[src/rtl/spike_fifo_arbiter_if.sv]
// rtl/spike_fifo_arbiter_if.sv - requester and FIFO write-port bundle for spike_fifo_arbiter
interface spike_fifo_arbiter_if #(
  parameter int num_req   = 4,
  parameter int id_w      = 2,
  parameter int payload_w = 6
);
  logic [num_req-1:0]           req_valid;
  logic [num_req*payload_w-1:0] req_payload;
  logic [num_req-1:0]           req_ready;
  logic                         fifo_push_req_n;
  logic [id_w+payload_w-1:0]    fifo_data_in;
  logic                         fifo_full;

  modport master (
    output req_valid, req_payload, fifo_full,
    input  req_ready, fifo_push_req_n, fifo_data_in
  );

  modport slave (
    input  req_valid, req_payload, fifo_full,
    output req_ready, fifo_push_req_n, fifo_data_in
  );
endinterface

[src/rtl/spike_fifo_arbiter.sv]
// rtl/spike_fifo_arbiter.sv - round-robin share of one spike FIFO among num_req requesters
// One-entry output stage tagged {id, payload}; saturating stall counter for congestion.
module spike_fifo_arbiter #(
  parameter int num_req   = 4,
  parameter int id_w      = 2,
  parameter int payload_w = 6,
  parameter int cnt_w     = 16
) (
  input  logic             clk,
  input  logic             rst,
  input  logic             i_enable,
  input  logic             i_stall_clr,
  output logic [cnt_w-1:0] o_stall_count,
  spike_fifo_arbiter_if.slave bus
);

  logic                      r_stage_valid;
  logic [id_w+payload_w-1:0] r_stage_data;
  logic [id_w-1:0]           r_rr_ptr;
  logic [cnt_w-1:0]          r_stall_count;

  logic                      w_can_accept;
  logic                      w_found;
  logic [id_w-1:0]           w_grant_idx;
  logic [num_req-1:0]        w_grant;
  logic [payload_w-1:0]      w_payload;
  logic [id_w:0]             w_sum;
  logic [id_w-1:0]           w_cand;
  logic                      w_stalled;

  assign w_can_accept = !r_stage_valid || !bus.fifo_full;
  assign w_stalled    = r_stage_valid && bus.fifo_full;

  always_comb begin
    w_found     = 1'b0;
    w_grant_idx = '0;
    w_grant     = '0;
    w_sum       = '0;
    w_cand      = '0;
    if (!rst && i_enable && w_can_accept) begin
      for (int k = 0; k < num_req; k++) begin
        w_sum = {1'b0, r_rr_ptr} + (id_w+1)'(k);
        if (w_sum >= (id_w+1)'(num_req)) begin
          w_sum = w_sum - (id_w+1)'(num_req);
        end
        w_cand = w_sum[id_w-1:0];
        if (!w_found && bus.req_valid[w_cand]) begin
          w_found        = 1'b1;
          w_grant_idx    = w_cand;
          w_grant[w_cand] = 1'b1;
        end
      end
    end
  end

  always_comb begin
    w_payload = '0;
    for (int k = 0; k < num_req; k++) begin
      if (w_grant[k]) begin
        w_payload = bus.req_payload[k*payload_w +: payload_w];
      end
    end
  end

  always_ff @(posedge clk) begin
    if (rst) begin
      r_stage_valid <= 1'b0;
      r_stage_data  <= '0;
      r_rr_ptr      <= '0;
      r_stall_count <= '0;
    end else begin
      // A grant reloads the stage even while it drains, sustaining one push per cycle.
      if (w_found) begin
        r_stage_data  <= {w_grant_idx, w_payload};
        r_stage_valid <= 1'b1;
        r_rr_ptr      <= (w_grant_idx == id_w'(num_req-1)) ? '0 : w_grant_idx + id_w'(1);
      end else if (r_stage_valid && !bus.fifo_full) begin
        r_stage_valid <= 1'b0;
      end

      if (i_stall_clr) begin
        r_stall_count <= '0;
      end else if (w_stalled && !(&r_stall_count)) begin
        r_stall_count <= r_stall_count + cnt_w'(1);
      end
    end
  end

  assign bus.req_ready       = w_grant;
  // Push is masked during reset so a staged entry being discarded is never written.
  assign bus.fifo_push_req_n = !(r_stage_valid && !rst);
  assign bus.fifo_data_in    = r_stage_data;
  assign o_stall_count       = r_stall_count;

endmodule

[src/flat_wrapper.sv]
// flat-port wrapper written by rule: the top's interface ports become plain ports
module spike_fifo_arbiter_flat 
#(
  parameter int num_req   = 4,
  parameter int id_w      = 2,
  parameter int payload_w = 6,
  parameter int cnt_w     = 16
)
  (clk, rst, i_enable, i_stall_clr, o_stall_count, bus_req_valid, bus_req_payload, bus_fifo_full, bus_req_ready, bus_fifo_push_req_n, bus_fifo_data_in);
  spike_fifo_arbiter_if #(.num_req(num_req), .id_w(id_w), .payload_w(payload_w)) bus_i ();
  input  logic clk;
  input  logic rst;
  input  logic i_enable;
  input  logic i_stall_clr;
  output logic [cnt_w-1:0] o_stall_count;
  input wire logic [$bits(bus_i.req_valid)-1:0] bus_req_valid;
  input wire logic [$bits(bus_i.req_payload)-1:0] bus_req_payload;
  input wire logic [$bits(bus_i.fifo_full)-1:0] bus_fifo_full;
  output wire logic [$bits(bus_i.req_ready)-1:0] bus_req_ready;
  output wire logic [$bits(bus_i.fifo_push_req_n)-1:0] bus_fifo_push_req_n;
  output wire logic [$bits(bus_i.fifo_data_in)-1:0] bus_fifo_data_in;
  assign bus_i.req_valid = bus_req_valid;
  assign bus_i.req_payload = bus_req_payload;
  assign bus_i.fifo_full = bus_fifo_full;
  assign bus_req_ready = bus_i.req_ready;
  assign bus_fifo_push_req_n = bus_i.fifo_push_req_n;
  assign bus_fifo_data_in = bus_i.fifo_data_in;
  spike_fifo_arbiter #(.num_req(num_req), .id_w(id_w), .payload_w(payload_w), .cnt_w(cnt_w)) u_core (.clk(clk), .rst(rst), .i_enable(i_enable), .i_stall_clr(i_stall_clr), .o_stall_count(o_stall_count), .bus(bus_i));
endmodule
[config.mk]
export PLATFORM = sky130hd
export DESIGN_NAME = spike_fifo_arbiter_flat
export DESIGN_NICKNAME = d
export VERILOG_FILES = /design/src/rtl/spike_fifo_arbiter_if.sv /design/src/rtl/spike_fifo_arbiter.sv /design/src/flat_wrapper.sv
export SDC_FILE = /design/constraint.sdc
export NUM_CORES = 1
export LEC_CHECK = 0
export ABC_AREA = 0
export CELL_PAD_IN_SITES_DETAIL_PLACEMENT = 2
export CELL_PAD_IN_SITES_GLOBAL_PLACEMENT = 2
export CORE_MARGIN = 2
export CORE_UTILIZATION = 27
export CTS_CLUSTER_DIAMETER = 30
export DETAILED_ROUTE_END_ITERATION = 8
export MAX_ROUTING_LAYER = met4
export PLACE_DENSITY = 0.89
export SLEW_MARGIN = 10
export SYNTH_ARGS = -nofsm -noshare
export SYNTH_HDL_FRONTEND = slang
export SYNTH_SLANG_ARGS = --single-unit
[constraint.sdc]
create_clock -name clk -period 3.54 [get_ports clk]
set_input_delay 0.708 -clock clk [delete_from_list [all_inputs] [get_ports clk]]
set_output_delay 0.708 -clock clk [all_outputs]
set_load 0.02 [all_outputs]
Word-level counts from Yosys, hierarchy flattened
Cells that the tools add are included.
{ "word_totals": {"register_bits": 27, "elab_cells": 106} }
{ "op_classes": {"n_mux": 52, "n_bitwise": 3, "n_addsub": 9, "magnitude_cmp": 12, "eq_ne": 1, "reduce_logical": 25} }
{ "op_table": {"columns": ["operator", "count"], "rows": [
  ["two-way mux 4 bit", 8],
  ["two-way mux 2 bit", 14],
  ["two-way mux 6 bit", 4],
  ["two-way mux 1 bit", 18],
  ["adder 16 x 1 -> 16 bit, second input constant", 1],
  ["AND reduction 16 bit", 1],
  ["logical AND 1 bit", 13],
  ["less-than comparator 2 x 3 -> 1 bit, second input constant", 4],
  ["bitwise OR 4 bit", 3],
  ["greater-or-equal comparator 3 bit, second input constant", 3],
  ["binary-select mux 1 bit (select 2 bit)", 4],
  ["demux 1 bit (select 2 bit)", 4],
  ["greater-or-equal comparator 2 x 1 -> 1 bit, second input constant", 4],
  ["logical NOT 1 bit", 8],
  ["subtractor 2 x 1 -> 2 bit, second input constant", 4],
  ["adder 2 x 2 -> 3 bit, second input constant", 2],
  ["adder 2 x 1 -> 3 bit, second input constant", 1],
  ["greater-or-equal comparator 2 x 3 -> 1 bit, second input constant", 1],
  ["adder 2 x 1 -> 2 bit, second input constant", 1],
  ["equality test 2 bit, second input constant", 1],
  ["nonzero test 2 bit", 1],
  ["OR reduction 2 bit", 1],
  ["logical OR 1 bit", 1]
]} }

Depth between registers and ports, before layout
Gate-level depths: netlist of run 1.
{ "logic_depth": {"depth_word": 24, "depth_mapped": 12} }

Worst setup path after synthesis of run 1
No wires, ideal clock.
{ "synth_path": {"path_type": "register to output", "start": "register u_core.r_rr_ptr[0]", "end": "output bus_req_ready[3]", "arrival_time_ps": 2818, "path_buffers": 2, "path_slack_ps": 14, "t_required_ps": 2832, "stages_incl_launch_ff": 10, "path_cell_list": "dfxtp_1 buf_4 inv_1 ha_1 buf_6 mux4_2 or3b_2 a21oi_1 a21oi_1 nor2_1"} }
{ "synth_between": {"elab_chain_len": 19, "word_cells_on_any_way": 70, "cone_classes": "7 x add/sub; 12 x order compare; 38 x mux; 3 x bitwise; 10 x reduce/logical"} }
{ "synth_lines": {"columns": ["item", "line", "rtl"], "rows": [
  ["start, declared", "spike_fifo_arbiter.sv:19", "logic [id_w-1:0] r_rr_ptr;"],
  ["start signal, assigned", "spike_fifo_arbiter.sv:76", "r_rr_ptr <= (w_grant_idx == id_w'(num_req-1)) ? '0 : w_grant_idx + id_w'(1);"],
  ["branches (longest 17 deep; another with adder 2 x 1 -> 3 bit)", null, null],
  ["two-way mux 4 bit *", "spike_fifo_arbiter.sv:47", "if (!w_found && bus.req_valid[w_cand]) begin"],
  ["two-way mux 4 bit *", "spike_fifo_arbiter.sv:40", "if (!rst && i_enable && w_can_accept) begin"],
  ["end, declared", "flat_wrapper.sv:19", "output wire logic [$bits(bus_i.req_ready)-1:0] bus_req_ready;"]
]} }
Mark *: on every way between the ends. The select of a mux whose other input is x is not followed.

Final worst setup path of run 1
{ "layout_path": {"start": "input bus_req_valid[2]", "end": "output bus_req_ready[1]"} }
{ "layout_between": {"elab_chain_len": 16, "word_cells_on_any_way": 31, "cone_classes": "22 x mux; 3 x bitwise; 6 x reduce/logical"} }
{ "layout_lines": {"columns": ["item", "line", "rtl"], "rows": [
  ["start, declared", "flat_wrapper.sv:16", "input wire logic [$bits(bus_i.req_valid)-1:0] bus_req_valid;"],
  ["binary-select mux 1 bit (select 2 bit)", "spike_fifo_arbiter.sv:47", null],
  ["two-way mux 1 bit (implied by the code)", "spike_fifo_arbiter.sv:47", null],
  ["two-way mux 1 bit", "spike_fifo_arbiter.sv:47", null],
  ["two-way mux 1 bit", "spike_fifo_arbiter.sv:40", null],
  ["logical NOT 1 bit", "spike_fifo_arbiter.sv:47", null],
  ["logical AND 1 bit", "spike_fifo_arbiter.sv:47", null],
  ["two-way mux 1 bit", "spike_fifo_arbiter.sv:47", null],
  ["two-way mux 1 bit", "spike_fifo_arbiter.sv:40", null],
  ["logical NOT 1 bit", "spike_fifo_arbiter.sv:47", null],
  ["logical AND 1 bit", "spike_fifo_arbiter.sv:47", null],
  ["two-way mux 1 bit", "spike_fifo_arbiter.sv:47", null],
  ["two-way mux 1 bit", "spike_fifo_arbiter.sv:40", null],
  ["logical NOT 1 bit", "spike_fifo_arbiter.sv:47", null],
  ["logical AND 1 bit", "spike_fifo_arbiter.sv:47", null],
  ["two-way mux 4 bit *", "spike_fifo_arbiter.sv:47", null],
  ["two-way mux 4 bit *", "spike_fifo_arbiter.sv:40", null]
]} }
Every way passes the cells marked *; elsewhere a longest branch is shown, timed or not. The select of a mux whose other input is x is not followed.

==> flow_summary.toml, run 1 <==
[run_status]
status = "finished, final reports clean"

[cells_and_area]
drive_gt1_share_pct = 20.7
final_cell_mix = "56 x clkdlybuf4s50_1, 39 x buf_4, 36 x nor2_1, 27 x dfxtp_1, 21 x nand2_1"
layout_commonest_cell = "clkdlybuf4s50_1"
num_antenna_cells = 0
fin_nets = 391
final_area_um2 = 3120
syn_to_final_growth_pct = 48.0
utilization_pct = 40.8

[global_routing]
grt_pass1_vias = 2703
grt_max_degree = 17
grt_overflow = 0
grt.total_usage_pct = 21.3
grt_first_pass_wirelength_mm = 14.2
antenna_found_initial = 0

[place]
dp_hpwl_mm = 6.90
placed_cell_area_um2 = 3030
finalWeightedCongestion = 0.847
io_buffer_count = 61

[clock_network]
insertion_delay_ps = 270
cts_buffer_depth = 2
clock_sinks = 27
htree_levels = 1
numCtsBuffers = 3
path_clk_slew_ps = 100
cts_tree = "yes"
root_buffer = "clkbuf_8"

[route]
drt_iter0_markers = 63
dr.pass1.iters = 4
vias = 2415
drcViolationCount = 0
antenna_left = 0
routed_wl_mm = 8.86
via_per_inst = 5.38
wl_per_cell_um = 19.7

[timing]
skew_ps = 1.28
relSlewSlack_pct = 64.1
period_minus_slack_ps = 3520
worstMarginPinSlew_ps = 537
finalHoldViolCount = 0
setup_violations = 0
timing.fmax_ghz = 0.284
slew_violations = 0
finalCritPeriodShare_pct = 99.4

[worst_setup_path]
reg2reg_slack_ps = 680
cp-start-kind = "input port"
rr_startpoint = "u_core.r_rr_ptr[0]$_SDFFE_PP0P_"
reg2reg_depth = 11
setup.worst_path.end_class = "primary output"
rr_endpoint = "u_core.bus.fifo_data_in[0]$_SDFFE_PP0P_"
cp_max_fo = 7
critical_path.cell_chain = "clkdlybuf4s50_1, mux4_2, buf_4, nor3b_2, o22ai_2, a21oi_2, clkdlybuf4s15_2"
crit_type = "input port to primary output"
critical_path_buf_inv_count = 3
crit_family = "buffers and inverters"
max_stage_delay_ps = 520
cp_slowest_cell = "mux4_2"
crit_arrival_ps = 2810
cp.required_ps = 2830

[power]
ir_drop_mv = 0.141
power_density_nw_per_um2 = 280
power_uw = 872
p_leak_nw = 1.12

[logic_synthesis]
ys_seq_elements = 27
synth.avg_cell_area_um2 = 8.20
synth_xor_area_share_pct = 5.40
syn_area_um2 = 2110
synth_compound_area_share_pct = 24.1
synth.distinct_cells = 57
yosys_warnings = 0
synthSimpleGateAreaFrac_pct = 27.9
ys_seq_area_share_pct = 25.7
yosys.area_share.adder_pct = 5.94
synth_cells = 257
synthArstFlopShare_pct = 0
synth_ff_type = "dfxtp_1"
syn_nets = 300
muxShareOfSynthArea_pct = 5.40
synth_top_family_by_area = "simple AND/OR/NAND/NOR gates"
synth-edff-count = 0

[hold_path]
holdPathEnd = "u_core.bus.fifo_data_in[2]$_SDFFE_PP0P_"
min_from = "u_core.bus.fifo_data_in[2]$_SDFFE_PP0P_"
holdPathStages = 2
hp-class = "flip-flop to flip-flop"

[die]
die_w_um = 92.3
fp.dieArea_um2 = 8530
rows = 32
die_h_um = 92.3
num_io_pins = 62
start_util_pct = 27.6
core-area_um2 = 7650

[run]
maxCapViolCount = 0
[area by class of cell]
cell class                 instances  area [um2]
fill                             876        4530
multi-input combinational        205        1470
timing repair buffer              99         883
sequential                        27         541
tap                              102         128
inverter                          12        45.0
clock buffer                       3        41.3
clock inverter                     1        7.51
[Yosys cell counts, drive strengths merged, types with 3 or more instances]
cell type / instances / area (um2)
nand3: 5 / 25.0
buf: 7 / 48.8
or2: 4 / 25.0
a32oi: 6 / 52.6
ha: 10 / 125
nor3: 6 / 30.0
or3b: 3 / 26.3
nor2b: 9 / 63.8
o32ai: 6 / 52.6
dfxtp: 27 / 541
a21o: 3 / 22.5
o311ai: 6 / 52.6
clkbuf: 6 / 25.0
nand4: 4 / 25.0
nor2: 37 / 141
inv: 12 / 45.0
o21ai: 12 / 60.1
mux4: 3 / 71.3
nand3b: 3 / 22.5
o22ai: 4 / 37.5
and2: 4 / 25.0
nand2: 22 / 85.1
a21oi: 9 / 48.8
xnor2: 11 / 96.3
nor3b: 4 / 30.0
a221oi: 8 / 87.6
[what timing repair did]
action | in CTS | in global routing
pin swaps | 3 | 0
resized for setup | 14 | 8
buffers inserted | 3 | 0
hold buffers | 0 | 0
setup endpoints to repair | 4 | 3
[per-stage QoR]
step                instances  TNS [ps]  worst slack, ps  hold WS (ps)
CTS                       449         0             13.4           493
finish                    449         0             22.3           485
global placement          442      -975             -348           444
floorplan                 257         0             14.4           558
detailed placement        442     -1340             -467           468
global route              449     -28.5            -26.4           519
[routing by layer]
| metal | up-vias | part of all wire [%] | global-route usage (%) |
|---|---|---|---|
| met2 | 64 | 52 | 38.3 |
| met4 | 0 | 2.7 | 6.72 |
| met5 | - | 0 | - |
| li1 | 1130 | - | - |
| met3 | 16 | 3.1 | 2.36 |
| met1 | 1205 | 43 | 24.8 |
[power by group]
part           internal, mW  switching [mW]  total, mW
combinational         0.170           0.190      0.360
clock                0.0800           0.106      0.186
sequential            0.318         0.00884      0.326
total                 0.568           0.305      0.872
[sequential cells by signal, indices dropped and copies added (netlist names)]
register,count
u_core.o_stall_count,16
u_core.bus.fifo_data_in,8
u_core.r_rr_ptr,2
u_core.r_stage_valid,1
[worst reg2reg max path, stage by stage, from the launching register on]
cell and delay (ps):
dfxtp_1 360, inv_1 70, ha_1 350, buf_4 170
or3b_1 400, a2111oi_4 410, buf_4 190, nor2_2 50
o22ai_2 140, buf_4 190, a32oi_1 140, o311ai_1 290
[cell families (layout without fill, tap and decap cells)]
logic type / after synthesis / count (layout)
AOI/OAI and AO/OA: 62 / 62
xor gates and xnor gates: 13 / 13
adders and majority gates: 10 / 10
buffers and inverters: 25 / 115
DFF: 27 / 27
muxes: 7 / 7
and+or+nand+nor: 113 / 113
[worst max-delay path by stage]
stage / to / slack, ps / from / cells past startpoint
detailed placement: bus_req_ready[3] / -470 / bus_req_valid[2] / 7
global route: bus_req_ready[3] / -30 / bus_req_valid[2] / 7
finish: bus_req_ready[1] / 20 / bus_req_valid[2] / 7
CTS: bus_req_ready[3] / 10 / bus_req_valid[2] / 7
floorplan: bus_req_ready[3] / 10 / u_core.r_rr_ptr[0]$_SDFFE_PP0P_ / 9
global placement: bus_req_ready[3] / -350 / bus_req_valid[3] / 7
Note: power is estimated with default switching activity, not from simulation.
==> run 2: changes to the inputs <==
- CAP_MARGIN: default -> 25
==> results of run 2 <==
Final layout, timing and power as in run 1 (identical DEF).
